`src/rtl/ball_pkg.sv`:
```
// Shared constants, coordinate type and debounce states for the ball position path.
package ball_pkg;

  localparam int H_ACTIVE_DEF  = 640;
  localparam int V_ACTIVE_DEF  = 480;
  localparam int BALL_SIZE_DEF = 16;

  localparam int X_MAX = H_ACTIVE_DEF - BALL_SIZE_DEF;
  localparam int Y_MAX = V_ACTIVE_DEF - BALL_SIZE_DEF;

  typedef logic [9:0] coord_t;

  typedef enum logic [1:0] {
    IDLE      = 2'd0,
    PRESS_CHK = 2'd1,
    PRESSED   = 2'd2,
    REL_CHK   = 2'd3
  } deb_state_t;

  function automatic coord_t clamp_coord(input coord_t v, input coord_t lim);
    return (v > lim) ? lim : v;
  endfunction

  // Move cur toward tgt by at most step; the distance is taken at 11 bits so it cannot wrap.
  function automatic coord_t step_toward(input coord_t cur, input coord_t tgt, input coord_t step);
    logic signed [10:0] d;
    coord_t             mag;
    coord_t             res;
    d   = $signed({1'b0, tgt}) - $signed({1'b0, cur});
    res = cur;
    mag = '0;
    if (d > 11'sd0) begin
      mag = d[9:0];
      res = cur + ((mag < step) ? mag : step);
    end else if (d < 11'sd0) begin
      mag = coord_t'(-d);
      res = cur - ((mag < step) ? mag : step);
    end
    return res;
  endfunction

endpackage

```
`src/rtl/ball_pos_ctrl_btn_debounce.sv`:
```
// Two-flop synchroniser plus press/release debounce; one pulse per accepted press.
// Pulse appears 2+DEB_CYCLES cycles after a clean rise; no backpressure.
module btn_debounce
  import ball_pkg::*;
#(
  parameter int DEB_CYCLES = 250000
) (
  input  logic clk,
  input  logic reset,
  input  logic btn,
  output logic pulse
);

  localparam int CW = (DEB_CYCLES > 1) ? $clog2(DEB_CYCLES) : 1;
  localparam logic [CW-1:0] CNT_LAST = CW'(DEB_CYCLES - 1);
  localparam logic [CW-1:0] CNT_ONE  = CW'(1);

  logic          sync1;
  logic          btn_s;
  deb_state_t    state;
  logic [CW-1:0] cnt;

  always_ff @(posedge clk) begin
    if (reset) begin
      sync1 <= 1'b0;
      btn_s <= 1'b0;
      state <= IDLE;
      cnt   <= '0;
    end else begin
      sync1 <= btn;
      btn_s <= sync1;
      case (state)
        IDLE: begin
          if (btn_s) begin
            state <= PRESS_CHK;
            cnt   <= '0;
          end
        end
        PRESS_CHK: begin
          if (!btn_s)               state <= IDLE;
          else if (cnt == CNT_LAST) state <= PRESSED;
          else                      cnt   <= cnt + CNT_ONE;
        end
        PRESSED: begin
          if (!btn_s) begin
            state <= REL_CHK;
            cnt   <= '0;
          end
        end
        REL_CHK: begin
          if (btn_s)                state <= PRESSED;
          else if (cnt == CNT_LAST) state <= IDLE;
          else                      cnt   <= cnt + CNT_ONE;
        end
      endcase
    end
  end

  // Decoded from registered state only, so it is high for exactly the cycle before PRESSED.
  assign pulse = (state == PRESS_CHK) && btn_s && (cnt == CNT_LAST);

endmodule

```
`src/rtl/ball_pos_ctrl.sv`:
```
// Debounced target capture and once-per-frame ball stepping for the VGA ball renderer; no backpressure.
// BALL_POS_INSTANT_EN: ball jumps straight to the target on frame_start instead of stepping.
module ball_pos_ctrl
  import ball_pkg::*;
#(
  parameter int H_ACTIVE   = H_ACTIVE_DEF,
  parameter int V_ACTIVE   = V_ACTIVE_DEF,
  parameter int BALL_SIZE  = BALL_SIZE_DEF,
  parameter int STEP       = 4,
  parameter int DEB_CYCLES = 250000
) (
  input  logic       clk,
  input  logic       reset,
  input  logic [9:0] sw,
  input  logic       choose_xy,
  input  logic       load_btn,
  input  logic       frame_start,
  output logic [9:0] ball_x,
  output logic [9:0] ball_y,
  output logic [9:0] target_x,
  output logic [9:0] target_y,
  output logic       moving
);

  localparam coord_t X_LIM  = coord_t'(H_ACTIVE - BALL_SIZE);
  localparam coord_t Y_LIM  = coord_t'(V_ACTIVE - BALL_SIZE);
  localparam coord_t STEP_C = coord_t'(STEP);

  logic   load_pulse;
  coord_t tx_n;
  coord_t ty_n;
  coord_t bx_n;
  coord_t by_n;

  btn_debounce #(
    .DEB_CYCLES(DEB_CYCLES)
  ) u_deb (
    .clk  (clk),
    .reset(reset),
    .btn  (load_btn),
    .pulse(load_pulse)
  );

  always_comb begin
    tx_n = target_x;
    ty_n = target_y;
    if (load_pulse) begin
      if (choose_xy) tx_n = clamp_coord(sw, X_LIM);
      else           ty_n = clamp_coord(sw, Y_LIM);
    end
  end

  // Motion reads the registered targets, so a capture on a frame edge only takes effect next frame.
  always_comb begin
    bx_n = ball_x;
    by_n = ball_y;
    if (frame_start) begin
`ifdef BALL_POS_INSTANT_EN
      bx_n = target_x;
      by_n = target_y;
`else
      bx_n = step_toward(ball_x, target_x, STEP_C);
      by_n = step_toward(ball_y, target_y, STEP_C);
`endif
    end
  end

  always_ff @(posedge clk) begin
    if (reset) begin
      ball_x   <= '0;
      ball_y   <= '0;
      target_x <= '0;
      target_y <= '0;
      moving   <= 1'b0;
    end else begin
      ball_x   <= bx_n;
      ball_y   <= by_n;
      target_x <= tx_n;
      target_y <= ty_n;
      moving   <= (bx_n != tx_n) || (by_n != ty_n);
    end
  end

endmodule

```
`config.mk`:
```
export PLATFORM = sky130hd
export DESIGN_NAME = ball_pos_ctrl
export DESIGN_NICKNAME = d
export VERILOG_FILES = /design/src/rtl/ball_pkg.sv /design/src/rtl/ball_pos_ctrl_btn_debounce.sv /design/src/rtl/ball_pos_ctrl.sv
export SDC_FILE = /design/constraint.sdc
export NUM_CORES = 1
export LEC_CHECK = 0
export ABC_CLOCK_PERIOD_IN_PS = 7600
export CORE_MARGIN = 5
export CORE_UTILIZATION = 38
export DETAILED_ROUTE_END_ITERATION = 7
export PLACE_DENSITY = 0.64
export REMOVE_ABC_BUFFERS = 1
export SKIP_CTS_REPAIR_TIMING = 1
export SLEW_MARGIN = 20
export SYNTH_ARGS = -nofsm -noshare
export SYNTH_HDL_FRONTEND = slang
export SYNTH_SLANG_ARGS = --single-unit
```
`constraint.sdc`:
```
create_clock -name clk -period 7.6 [get_ports clk]
set_input_delay 1.52 -clock clk [delete_from_list [all_inputs] [get_ports clk]]
set_output_delay 1.52 -clock clk [all_outputs]
set_load 0.02 [all_outputs]
```
Word level (Yosys, flattened, before mapping)
Cells that the tools add are included.

Register bits: 63. Input port bits: 15. Output and inout port bits: 41. Word-level logic and storage cells: 75.

Add/sub/neg operators: 9. Magnitude comparators: 10. Equality and inequality tests: 12. Muxes and demuxes: 29. Reductions and logical operators: 6.

Operators with widths (number): 10-bit 2-to-1 mux (16); 18-bit 2-to-1 mux (5); 18-bit case mux with 4 select lines (1); 10-bit by 3-bit < comparator with 1-bit output, second input constant (4); 11-bit by 1-bit > comparator with 1-bit output, second input constant (2); 11-bit by 1-bit < comparator with 1-bit output, second input constant (2); 10-bit by 10-bit subtractor with 11-bit output (2); 10-bit adder (2); 10-bit != test (2); 10-bit negator (2); 10-bit subtractor (2); 18-bit by 1-bit adder with 18-bit output, second input constant (1); 18-bit == test, second input constant (1); 2-bit 2-to-1 mux (6); 10-bit > comparator, second input constant (1); 10-bit by 9-bit > comparator with 1-bit output, second input constant (1); 2-bit case mux with 4 select lines (1); 4-bit AND reduction (2); 2-bit == test, second input constant (2); 2-bit by 1-bit != test with 1-bit output, second input constant (2); 2-bit != test, second input constant (2); 3-bit by 1-bit != test with 1-bit output, second input constant (1); 3-bit != test, second input constant (1); 2-bit by 1-bit == test with 1-bit output, second input constant (1); 3 further kinds (4).

Longest topological paths before layout
Word-level depth: 10. Depth in mapped cells: 26. Gate-level depth less buffers: 26.

Cells and area by module
Synthesis repeated with hierarchy kept, for this count alone.

Cells, all modules: 924. Area, all modules: 6984.2 um2.

By module, submodules not included: ball_pos_ctrl (instances 1, cells each 786, area each 5866.9 um2, seq. area each 820.8 um2); btn_debounce (instances 1, cells each 138, area each 1117.3 um2, seq. area each 440.4 um2).

Worst setup path before layout
No wires, ideal clock.

Kind: register to register. Start point: register target_y[0]. End point: register moving. Library setup time: 0.137 ns. Data arrival time: 5.433 ns. Data required time: 7.463 ns. Slack: 2.030 ns. Cell stages (with the launch flop): 24. Path buffers: 0. Clock period less this slack: 5.570 ns. Cell sequence: dfxtp_1 inv_1 ha_1 fa_1 o21ai_0 or4b_4 o21bai_4 nor3_2 nand3_2 a221oi_4 nand2_1 fa_1 a21o_1 a221oi_1 xnor2_1 o21ai_0 mux2i_1 a32o_1 nor4_2 nand4_1 nor4_2 nand4_1 and4b_1 a41oi_1.

Cells in the longest elaborated chain, start to end: 10. Elaborated cells on any way between the ends: 17. Classes of those cells: add/sub: 4; order compare: 4; eq/ne: 1; mux: 7; reduce/logical: 1.

RTL lines: from (decl) (RTL line ball_pos_ctrl.sv:21) `output logic [9:0] target_y,`; from (signal assigned) (RTL line ball_pos_ctrl.sv:79) `target_y <= ty_n;`; 10-bit by 10-bit subtractor with 11-bit output (RTL line ball_pkg.sv:29) `d = $signed({1'b0, tgt}) - $signed({1'b0, cur});`; 10-bit negator (RTL line ball_pkg.sv:36) `mag = coord_t'(-d);`; 10-bit by 3-bit < comparator with 1-bit output (RTL line ball_pkg.sv:37) `res = cur - ((mag < step) ? mag : step);`; 10-bit 2-to-1 mux (RTL line ball_pkg.sv:37); 10-bit subtractor (RTL line ball_pkg.sv:37); 10-bit 2-to-1 mux (RTL line ball_pkg.sv:35) `end else if (d < 11'sd0) begin`; 10-bit 2-to-1 mux (RTL line ball_pkg.sv:32) `if (d > 11'sd0) begin`; 10-bit 2-to-1 mux (RTL line ball_pos_ctrl.sv:57) `if (frame_start) begin`; 10-bit != test (*) (RTL line ball_pos_ctrl.sv:80) `moving <= (bx_n != tx_n) || (by_n != ty_n);`; 1-bit logical OR (*) (RTL line ball_pos_ctrl.sv:80); to (signal assigned) (RTL line ball_pos_ctrl.sv:80); to (decl) (RTL line ball_pos_ctrl.sv:22) `output logic moving`.

Every way passes the cells marked *; elsewhere a longest branch is shown, timed or not. A chain may end at the register's enable or synchronous reset.

Final worst setup path
Start point: register target_x[0]. End point: register moving.

Cells in the longest elaborated chain, start to end: 10. Elaborated cells on any way between the ends: 17. Classes of those cells: add/sub: 4; order compare: 4; eq/ne: 1; mux: 7; reduce/logical: 1.

RTL lines: from (decl) (RTL line ball_pos_ctrl.sv:20) `output logic [9:0] target_x,`; from (signal assigned) (RTL line ball_pos_ctrl.sv:78) `target_x <= tx_n;`; 10-bit by 10-bit subtractor with 11-bit output (RTL line ball_pkg.sv:29); 10-bit negator (RTL line ball_pkg.sv:36); 10-bit by 3-bit < comparator with 1-bit output (RTL line ball_pkg.sv:37); 10-bit 2-to-1 mux (RTL line ball_pkg.sv:37); 10-bit subtractor (RTL line ball_pkg.sv:37); 10-bit 2-to-1 mux (RTL line ball_pkg.sv:35); 10-bit 2-to-1 mux (RTL line ball_pkg.sv:32); 10-bit 2-to-1 mux (RTL line ball_pos_ctrl.sv:57); 10-bit != test (*) (RTL line ball_pos_ctrl.sv:80); 1-bit logical OR (*) (RTL line ball_pos_ctrl.sv:80).

Marks and branches as above.

==> results.yml <==
yosys:
  syn_area_um2: 6650
  synth_top_family_by_area: "compound AO/OA/AOI/OAI gates"
  synth-simple-area-share_pct: 25.8
  synthAdderAreaFrac_pct: 12.5
  ys_ff_latch: 63
  synthMuxAreaShare_pct: 3.54
  yosysWarnings: 0
  yosys.area.top_type: "dfxtp_1"
  ys_top_cells_by_count: "nor2_1 (112), nand2_1 (72), dfxtp_1 (63)"
  yosysMostFrequentCell: "nor2_1"
  synth_ff_type: "dfxtp_1"
  synth_compound_area_share_pct: 25.9
  yosysSeqAreaShare_pct: 19.0
  synthTopCellsByArea: "dfxtp_1 (19%), ha_1 (11%), nor2_1 (6.3%)"
  synth_top_cell_area_share_pct: 19.0
  synth_cell_type_count: 92
  synthXorXnorAreaFrac_pct: 9.33
  synth_cells: 865
  synth_enable_flop_cells: 0
  avgSynthCellArea_um2: 7.69
  async_flop_share_pct: 0
sta:
  drv_slew: 0
  min_period_ps: 6220
  finClkSkew_ps: 7.86
  setup_viol: 0
  max_freq_ghz: 0.161
  hold_slack_ps: 439
  setup_tns_ps: 0
  relSlewSlack_pct: 39.8
  worst_pin_slew_ps: 903
  finalHoldViolations: 0
  finalCritPeriodShare_pct: 81.9
  grt_setup_unrepaired: "false"
  timing.final.ws_setup_ps: 1380
worst_setup_path:
  cp-endpoint: "moving$_SDFF_PP0_"
  startpoint_type: "flop"
  arrival_ps: 6390
  reg2reg_depth: 25
  worstPathRequired_ps: 7770
  r2r-end: "moving$_SDFF_PP0_"
  path_max_fanout: 5
  startpoint: "target_x[0]$_SDFF_PP0_"
  r2r-start: "target_x[0]$_SDFF_PP0_"
  ff2ff_setup_slack_ps: 1380
  worst_setup_path_end_kind: "flop"
  path_class: "reg -> reg"
route:
  drc: 0
  vias: 6507
  viasPerCell: 5.59
  antenna_left: 0
  drtIter0Drc: 465
  wl_per_cell_um: 16.5
  drt_wl_total_um: 19200
  first_pass_iters: 5
clock_tree:
  cts_max_level: 3
  path_clk_slew_ps: 60
  clock_sinks: 63
  clock-root-buffer: "clkbuf_16"
  tritoncts: "done"
  cts_buffers: 9
  clock_path_buffers: 2
  clkLatencyLatePin_ps: 330
finish:
  antenna_cells: 0
  syn_to_final_growth_pct: 18.0
  nFillCells: 1763
  final_cells: 1165
  multiInputGateArea_um2: 5220
  final_net_count: 1014
  final_layout_size_suffix_gt1_share_pct: 6.81
  seq_area_um2: 1260
floorplan:
  fp-row-count: 48
  start_util_pct: 38.6
  io_pins: 56
  fp.coreArea_um2: 17200
  die_area_um2: 20200
  die_x_um: 142
  die_h_um: 142
min_path:
  hp-class: "reg -> reg"
placed_design:
  port_buffers: 55
  dp_slack_ps: 1470
  dpl.hpwl_um: 15400
  place_congestion: 0.921
  place_inst: 1150
global_routing:
  grt_usage_pct: 18.4
  grt_overflow: 0
  antenna_found_initial: 0
  grt_max_degree: 49
  grt_pass1_wl_um: 30500
  grt_pass1_vias: 5840
run:
  cap_violations: 0
pwr:
  power.density_nw_per_um2: 306
  leakage_nw: 3.14
  ir_drop_uv: 124
  p_total_mw: 2.40
status:
  status: "finished clean"
## registers in the layout (all words and copies together), names as in the netlist, named ones only
name and flops:
target_y 10, target_x 10, u_deb.sync1 1, ball_y 10, moving 1, u_deb.state 1, u_deb.cnt 18, ball_x 10
u_deb.btn_s 1
## logic make-up after synthesis
family / Yosys count
simple gates: 340
compound gates: 240
xor+xnor: 70
buf+inv: 64
fa+ha+maj: 63
flops: 63
mux: 23
other cells: 2
## worst min path at each step
stage	start	to	slack [ps]	cells after the start
floorplan	u_deb.sync1$_SDFF_PP0_	u_deb.btn_s$_SDFF_PP0_	410	1
global placement	u_deb.sync1$_SDFF_PP0_	u_deb.btn_s$_SDFF_PP0_	420	1
detailed placement	u_deb.sync1$_SDFF_PP0_	u_deb.btn_s$_SDFF_PP0_	430	1
CTS	u_deb.sync1$_SDFF_PP0_	u_deb.btn_s$_SDFF_PP0_	440	1
global route	u_deb.sync1$_SDFF_PP0_	u_deb.btn_s$_SDFF_PP0_	470	1
finish	u_deb.sync1$_SDFF_PP0_	u_deb.btn_s$_SDFF_PP0_	440	1
## layer usage
| layer | track usage, % | routed length [um] | up-vias |
|---|---|---|---|
| met2 | 29.6 | 8520 | 165 |
| met1 | 26.6 | 9410 | 3035 |
| met5 | 0 | 0 | - |
| met3 | 3.36 | 1100 | 16 |
| li1 | - | - | 3291 |
| met4 | 1.92 | 137 | 0 |
## critical path, stage by stage (launching register included)
cell and delay, ps:
dfxtp_1 360, inv_1 80, ha_1 200, fa_1 400
nand2b_1 190, a21oi_1 320, xor2_1 190, or4_1 540
mux2i_1 190, o21ai_0 230, nor2_1 410, nand2_1 180
fa_1 450, a21o_1 170, a21oi_1 220, o21ai_0 160
o41ai_1 320, xnor2_1 160, nor2_1 50, a31oi_1 160
o22a_1 190, xnor2_1 80, a31o_2 210, nor4_1 260
and4b_1 220, a41oi_1 100
## power by group
part	switching (mW)	internal [mW]
Clock	0.150	0.328
Sequential	0.0482	0.361
Combinational	0.886	0.631
Total	1.08	1.32
## metrics by stage
| stage | cell area (um^2) | util, % |
|---|---|---|
| floorplan | 6640 | - |
| global placement | 7500 | 43.5 |
| detailed placement | 7500 | 43.5 |
| CTS | 7850 | 45.5 |
| global route | 7850 | 45.5 |
| finish | 7850 | 45.5 |
## placed cells by master, fill, tap and decap left out, types with 19 or more instances in the layout
cell	n
dfxtp_1	63
xnor2_1	39
clkdlybuf4s50_1	54
nand2_1	72
conb_1	24
nor2_1	112
nor2b_1	24
mux2i_1	19
nand3_1	32
xor2_1	30
ha_1	57
inv_1	42
a21oi_1	52
o21ai_0	43
## cell type report
class / count / area share, %
Clock buffer: 10 / 3.05
Tap cell: 225 / 3.59
Timing Repair Buffer: 60 / 7.43
Multi-Input combinational cell: 760 / 66.5
Sequential cell: 63 / 16.1
Inverter: 42 / 2.01
Clock inverter: 5 / 1.36
Note: power is estimated with default switching activity, not from simulation.
